**config.mk**
```make
export PLATFORM = sky130hd
export DESIGN_NAME = canvas_writer
export DESIGN_NICKNAME = d
export VERILOG_FILES = /design/src/rtl/canvas_writer.sv
export SDC_FILE = /design/constraint.sdc
export NUM_CORES = 1
export LEC_CHECK = 0
export BUFFER_PORTS_ARGS = -buffer_cell sky130_fd_sc_hd__buf_2
export CAP_MARGIN = 10
export CORE_UTILIZATION = 53
export DETAILED_ROUTE_END_ITERATION = 10
export PLACE_DENSITY_LB_ADDON = 0.2
export SYNTH_ARGS = -nofsm -noshare
export SYNTH_HDL_FRONTEND = slang
export SYNTH_SLANG_ARGS = --single-unit
```
**constraint.sdc**
```tcl
create_clock -name clk_in -period 4.2 [get_ports clk_in]
set_clock_uncertainty 0.05 [all_clocks]
set_input_delay 0.21 -clock clk_in [delete_from_list [all_inputs] [get_ports clk_in]]
set_output_delay 0.21 -clock clk_in [all_outputs]
set_load 0.005 [all_outputs]
```
**src/rtl/canvas_writer.sv**
```systemverilog
// Canvas writer: arbitrates camera pixels, pen stamps and full-frame erase onto one frame BRAM port.
// Every BRAM/status output is registered; a write decided in one cycle is on the port the next.
module canvas_writer #(
  parameter int H_PIXELS   = 320,
  parameter int V_PIXELS   = 240,
  parameter int RD_LATENCY = 2
) (
  input  logic        clk_in,
  input  logic        rst_n_in,
  input  logic        cam_valid_in,
  input  logic [8:0]  cam_x_in,
  input  logic [7:0]  cam_y_in,
  input  logic [7:0]  cam_gray_in,
  output logic        cam_ready_out,
  input  logic        pen_valid_in,
  input  logic [8:0]  pen_x_in,
  input  logic [7:0]  pen_y_in,
  input  logic [1:0]  pen_color_in,
  input  logic [2:0]  pen_radius_in,
  output logic        pen_ready_out,
  input  logic        clear_in,
  output logic [16:0] bram_addr_out,
  output logic        bram_we_out,
  output logic [7:0]  bram_din_out,
  input  logic [7:0]  bram_dout_in,
  output logic        busy_out,
  output logic        clear_done_out
);

  localparam int NPIX = H_PIXELS * V_PIXELS;
  localparam int WW   = (RD_LATENCY > 1) ? $clog2(RD_LATENCY) : 1;

  typedef enum logic [2:0] {IDLE, CAM_RD, CAM_WAIT, CAM_WR, STAMP, CLEAR} state_t;

  state_t        state_q, state_d;
  logic          clr_pend_q, clr_pend_d;
  logic          rdy_q, rdy_d, busy_q, busy_d, done_q, done_d, we_q, we_d;
  logic [16:0]   addr_q, addr_d;
  logic [7:0]    din_q, din_d;
  logic [16:0]   cam_addr_q;
  logic [7:0]    gray_q;
  logic [8:0]    cx_q;
  logic [7:0]    cy_q;
  logic [1:0]    color_q;
  logic [2:0]    r_q;
  logic [3:0]    dx_q, dy_q;
  logic [WW-1:0] wait_q;
  logic [16:0]   clr_cnt_q;

  function automatic logic [16:0] pix_addr(input logic [10:0] x, input logic [10:0] y);
    return 17'({6'b0, y} * 17'(H_PIXELS)) + {6'b0, x};
  endfunction

  logic        clear_req, pen_acc, cam_acc, cam_in_frame;
  logic [3:0]  r_s, neg_r;
  logic [10:0] sx, sy;
  logic        stamp_in_frame, dx_last, dy_last, clr_last, rd_done;

  // A held pen request masks the camera so only one handshake lands per cycle.
  assign pen_ready_out = rdy_q & ~clear_in;
  assign cam_ready_out = rdy_q & ~clear_in & ~pen_valid_in;
  assign pen_acc       = pen_valid_in & pen_ready_out;
  assign cam_acc       = cam_valid_in & cam_ready_out;
  assign clear_req     = clear_in | clr_pend_q;
  assign cam_in_frame  = ({2'b00, cam_x_in} < 11'(H_PIXELS)) && ({3'b000, cam_y_in} < 11'(V_PIXELS));

  // 11-bit two's-complement offsets: negative results are clipped, never wrapped.
  assign r_s            = {1'b0, r_q};
  assign neg_r          = 4'd0 - r_s;
  assign sx             = {2'b00, cx_q} + {{7{dx_q[3]}}, dx_q};
  assign sy             = {3'b000, cy_q} + {{7{dy_q[3]}}, dy_q};
  assign stamp_in_frame = !sx[10] && (sx < 11'(H_PIXELS)) && !sy[10] && (sy < 11'(V_PIXELS));
  assign dx_last        = (dx_q == r_s);
  assign dy_last        = (dy_q == r_s);
  assign clr_last       = (clr_cnt_q == 17'(NPIX - 1));
  assign rd_done        = (wait_q == WW'(RD_LATENCY - 1));

  always_ff @(posedge clk_in or negedge rst_n_in) begin
    if (!rst_n_in) begin
      state_q    <= IDLE;
      clr_pend_q <= 1'b0;
    end else begin
      state_q    <= state_d;
      clr_pend_q <= clr_pend_d;
    end
  end

  always_comb begin
    state_d    = state_q;
    clr_pend_d = clr_pend_q;
    case (state_q)
      IDLE: begin
        if (clear_req) begin
          state_d    = CLEAR;
          clr_pend_d = 1'b0;
        end else if (pen_acc) begin
          state_d = STAMP;
        end else if (cam_acc && cam_in_frame) begin
          state_d = CAM_RD;
        end
      end
      CAM_RD:   state_d = CAM_WAIT;
      CAM_WAIT: if (rd_done) state_d = CAM_WR;
      CAM_WR:   state_d = IDLE;
      STAMP:    if (dx_last && dy_last) state_d = IDLE;
      CLEAR:    if (clr_last) state_d = IDLE;
      default:  state_d = IDLE;
    endcase
    if (state_q != IDLE && clear_in) clr_pend_d = 1'b1;
  end

  always_comb begin
    we_d   = 1'b0;
    addr_d = addr_q;
    din_d  = din_q;
    done_d = 1'b0;
    case (state_q)
      CAM_RD: addr_d = cam_addr_q;
      CAM_WR: begin
        addr_d = cam_addr_q;
        din_d  = gray_q;
        we_d   = ((bram_dout_in & 8'hC0) != 8'hC0);
      end
      STAMP: begin
        addr_d = pix_addr(sx, sy);
        din_d  = {2'b11, 4'b0000, color_q};
        we_d   = stamp_in_frame;
      end
      CLEAR: begin
        addr_d = clr_cnt_q;
        din_d  = 8'h00;
        we_d   = 1'b1;
        done_d = clr_last;
      end
      default: ;
    endcase
    rdy_d  = (state_d == IDLE) && !clr_pend_d;
    busy_d = (state_d != IDLE);
  end

  always_ff @(posedge clk_in or negedge rst_n_in) begin
    if (!rst_n_in) begin
      rdy_q      <= 1'b0;
      busy_q     <= 1'b0;
      done_q     <= 1'b0;
      we_q       <= 1'b0;
      addr_q     <= '0;
      din_q      <= '0;
      cam_addr_q <= '0;
      gray_q     <= '0;
      cx_q       <= '0;
      cy_q       <= '0;
      color_q    <= '0;
      r_q        <= '0;
      dx_q       <= '0;
      dy_q       <= '0;
      wait_q     <= '0;
      clr_cnt_q  <= '0;
    end else begin
      rdy_q  <= rdy_d;
      busy_q <= busy_d;
      done_q <= done_d;
      we_q   <= we_d;
      addr_q <= addr_d;
      din_q  <= din_d;
      case (state_q)
        IDLE: begin
          clr_cnt_q <= '0;
          if (pen_acc) begin
            cx_q    <= pen_x_in;
            cy_q    <= pen_y_in;
            color_q <= pen_color_in;
            r_q     <= pen_radius_in;
            dx_q    <= 4'd0 - {1'b0, pen_radius_in};
            dy_q    <= 4'd0 - {1'b0, pen_radius_in};
          end else if (cam_acc) begin
            cam_addr_q <= pix_addr({2'b00, cam_x_in}, {3'b000, cam_y_in});
            gray_q     <= cam_gray_in >> 2;
          end
        end
        CAM_RD:   wait_q <= '0;
        CAM_WAIT: wait_q <= wait_q + 1'b1;
        STAMP: begin
          if (dx_last) begin
            dx_q <= neg_r;
            dy_q <= dy_q + 4'd1;
          end else begin
            dx_q <= dx_q + 4'd1;
          end
        end
        CLEAR:   clr_cnt_q <= clr_cnt_q + 17'd1;
        default: ;
      endcase
    end
  end

  assign bram_addr_out  = addr_q;
  assign bram_we_out    = we_q;
  assign bram_din_out   = din_q;
  assign busy_out       = busy_q;
  assign clear_done_out = done_q;

endmodule
```
==> results list <==
* Outcome: finished, violations left
- The checks that failed: hold timing.
* Count of TritonRoute iterations in the first routing pass: 5
* All-Layer GR Usage: between 20% and 30%
- For the pin with the worst max-slew slack, the measured transition is around 980 ps.
- Final Critical Period: about 4000 ps
* Cell type contributing the most total cell area after synthesis: sky130_fd_sc_hd__dfrtp_1
- Endpoint arrival time on the critical path: between 4000 and 5000 ps
- Path category of the worst min-delay check: input port to asynchronous set/reset pin
* Final number of setup-violating endpoints: 0
- For this run, the register share of the synthesized area comes to 36.64%.
* Total of flip-flops plus latches after synthesis: 103
* Wire length of the first global-routing pass: about 28 mm
- Initial antenna violation count: 0
- Once the floorplan was initialized, standard cells occupied a little under three fifths of the core.
- The H-tree generated during clock tree synthesis spans 3 levels.
* Setup crit start: dy_q[2]$_DFFE_PN0P_
- In this run, CTS created clock tree buffers numbering 9.
- Clock latency on the worst-skew pair, taken at its later pin, is 360 ps.
* DP Wirelength: between 10 and 15 mm
- Worst path bufs/invs: 1
- Area growth from synthesis to final layout: 15.49%
- TritonCTS clock tree: done
- Most repeated cell in the gate-level netlist after synthesis: sky130_fd_sc_hd__dfrtp_1
* Setup slack of the worst register-to-register path: between 150 and 200 ps
* Fraction of synthesized cell area taken by the top area cell type: 36.64%
- Count of different cell masters after synthesis: 70
- The congestion estimate from routability-driven global placement came to around 0.86.
- Max Fclk: between 200 and 250 MHz
- The commonest cells after synthesis are 103 x sky130_fd_sc_hd__dfrtp_1, 92 x sky130_fd_sc_hd__nand2_1, 59 x sky130_fd_sc_hd__ha_1.
- Number of slew-limit violations in the final report: 0
* CP Capture Type: flip-flop
* Synth area leaders: sky130_fd_sc_hd__dfrtp_1 37%, sky130_fd_sc_hd__ha_1 10%, sky130_fd_sc_hd__nand2_1 4.9%
* Proportion of layout cells with a drive suffix above 1: 15.79%
* Synth Flop Type: sky130_fd_sc_hd__dfrtp_1
- Worst hold slack: -58.19 ps
- Once detail routing completed, the nets flagged for antenna violations numbered 0.
- Endpoints failing hold: 68
- The cell count after synthesis came out at ~780.
- Final #Nets: roughly 1000
* IO Count: 90
- Worst setup SP type: flip-flop
* Cell breakdown of the critical path: ha_2 -> nand3_1 -> o211ai_1 -> buf_4 -> nor4b_2 -> a211oi_2 -> ha_1 -> ha_1 -> nor2b_1 -> a221o_1 -> a211o_1 -> nor2b_1 -> and3_1 -> o21a_1 -> o31ai_2
- Share of async-settable or async-resettable flops after synthesis: 100.0%
- The die is 117.2 um wide.
- Cells fill between 60% and 70% of the core in the end.
- The Yosys step of the flow raised 0 warnings.
- Mean Syn Cell Area: 9.055 sq um
* Port-buffer cells: between 80 and 90
* Worst Path Required: 4420 ps
- Entering global routing, the biggest net connects 80 pins.
- In the routed layout, each cell is associated on average with a via count of ~5.8.
- Count of flip-flops with a built-in enable after synthesis: 0
- On the worst path, the slowest cell contributes a delay of approximately 440 ps.
- The total area inside the core boundary comes to 0.01277 sq mm.
- By startpoint and endpoint, the worst setup path is classified as flip-flop to flip-flop.
* Clock Sink Count: 103
- Counting along the longest clock path gives a buffer depth of 2.
- Overflow after GRT: 0
- Share of the cycle needed by the critical path after routing: ~96%
- On the critical path, the stage with the largest delay is an instance of sky130_fd_sc_hd__dfrtp_1.
- For this block, the routed nets add up to roughly 17 mm of wire.
- Along the worst path, the maximum fanout reaches 5.
- The cell family contributing the most delay on the critical path is compound AO/OA/AOI/OAI gates.
- Number of global-route vias before repair: 5896
- Net Count, Synth: between 900 and 1000
- In this run the clock root is driven by a sky130_fd_sc_hd__clkbuf_16.
* Slew HR: roughly a third
- The tool flagged a number of max-cap violations equal to 0.
- Across all layers, the routed design uses roughly 6000 vias.
- Row generation in the floorplan step produced 41 rows.
- The die covers ~0.014 sq mm.
- Clock-pin slew was measured on the worst setup and hold paths at approximately 70 ps.
- In this run the critical register-to-register path is launched from dy_q[2]$_DFFE_PN0P_.
- After detailed routing, the average wire length per cell comes to 16.12 um.
* DRC errors left: 0
- Total standard cell area after synthesis: slightly above 0.007 sq mm
- Number of antenna repair diodes: 0
* Iter 0 DRT Violations: 378
- The die is around 120 um tall.
[worst reg2reg max path, delay by kind of cell, from the launching register on]
family,cells,cell delay [ps]
AOI/OAI and AO/OA,6,1600
adders and majority gates,3,1010
and+or+nand+nor,5,670
DFF,1,440
buffers and inverters,1,190
[placed cells by master, fill, tap and decap left out, types with 8 or more instances in the layout]
master                            n
sky130_fd_sc_hd__ha_1            56
sky130_fd_sc_hd__nand2b_1         8
sky130_fd_sc_hd__xnor2_1         30
sky130_fd_sc_hd__o21a_1          15
sky130_fd_sc_hd__a21o_1           9
sky130_fd_sc_hd__buf_2           80
sky130_fd_sc_hd__inv_1           35
sky130_fd_sc_hd__mux2i_1         23
sky130_fd_sc_hd__nor2b_1         10
sky130_fd_sc_hd__xor2_1          16
sky130_fd_sc_hd__nand2_1         92
sky130_fd_sc_hd__and3_1          11
sky130_fd_sc_hd__buf_4           17
sky130_fd_sc_hd__clkbuf_16        9
sky130_fd_sc_hd__o21ai_1          8
sky130_fd_sc_hd__nand3_1         22
sky130_fd_sc_hd__nor2_1          56
sky130_fd_sc_hd__dlygate4sd3_1   12
sky130_fd_sc_hd__o211ai_1        13
sky130_fd_sc_hd__a21oi_1         47
sky130_fd_sc_hd__o21ai_0         57
sky130_fd_sc_hd__dfrtp_1        103
sky130_fd_sc_hd__nor3_1          15
sky130_fd_sc_hd__mux2_1          12
[per-layer routing]
layer	global-route usage, %	vias to the layer above	part of all wire [%]
met2	46.04	151	49
met3	5.458	19	5.0
li1	-	2969	-
met1	31.95	2910	44
met4	8.017	0	1.4
met5	0	-	0
[sequential cells by signal, summed over array words and instances, names as in the netlist, 6 cells and up]
signal,flops
bram_addr_out,17
cam_addr_q,17
clr_cnt_q,17
cx_q,9
cy_q,8
bram_din_out,7
gray_q,6
[layout make-up]
cell class / instances / area, sq um
clock inverters: 5 / 42.54
repair buffers: 109 / 648.1
flip-flops and latches: 103 / 2577
clock buffers: 10 / 229.0
well taps: 172 / 215.2
multi-input cells: 611 / 4278
fillers: 1109 / 4648
inverters: 36 / 135.1
[logic make-up (layout without fill, tap and decap cells)]
family | after synthesis | count (layout) | synth area share [%]
adder cells (fa/ha/maj) | 65 | 65 | 12.20
multiplexers | 41 | 41 | 6.153
flip-flops | 103 | 103 | 36.64
XOR/XNOR | 47 | 47 | 5.851
AND/OR/NAND/NOR | 254 | 254 | 17.73
AO/OA/AOI/OAI | 204 | 204 | 17.98
buffers and inverters | 63 | 160 | 3.450
[through the flow]
stage | setup TNS, ps | hold WS [ps] | instances | cell area (sq um) | setup WS (ps)
global placement | 0 | 349.5 | 1017 | 7659 | 188.4
CTS | 0 | 2.047 | 1044 | 8050 | 7.648
floorplan | 0 | -135.6 | 777 | 7036 | 180.6
finish | 0 | -58.19 | 1046 | 8125 | 156.6
detailed placement | 0 | 354.5 | 1017 | 7659 | 45.15
global route | -35.47 | 16.81 | 1046 | 8125 | -35.47
[final timing paths]
path                            depth (start not counted)                             to
worst min-delay path                                    1            cx_q[5]$_DFFE_PN0P_
worst min register to register                          2          gray_q[3]$_DFFE_PN0P_
max in group asynchronous                               2            cy_q[6]$_DFFE_PN0P_
min in group clk_in                                     2         color_q[1]$_DFFE_PN0P_
worst max register to register                         15  bram_addr_out[16]$_DFFE_PN0P_
worst max-delay path                                   15  bram_addr_out[16]$_DFFE_PN0P_
[what timing repair did]
action	CTS	global route
setup endpoints to repair	0	3
resized for setup	0	13
buffers inserted	0	2
hold endpoints to repair	12	0
hold buffers	12	0
Power is not shown: default switching activity piles up to over one toggle a cycle in this logic, so the estimate is an artifact.
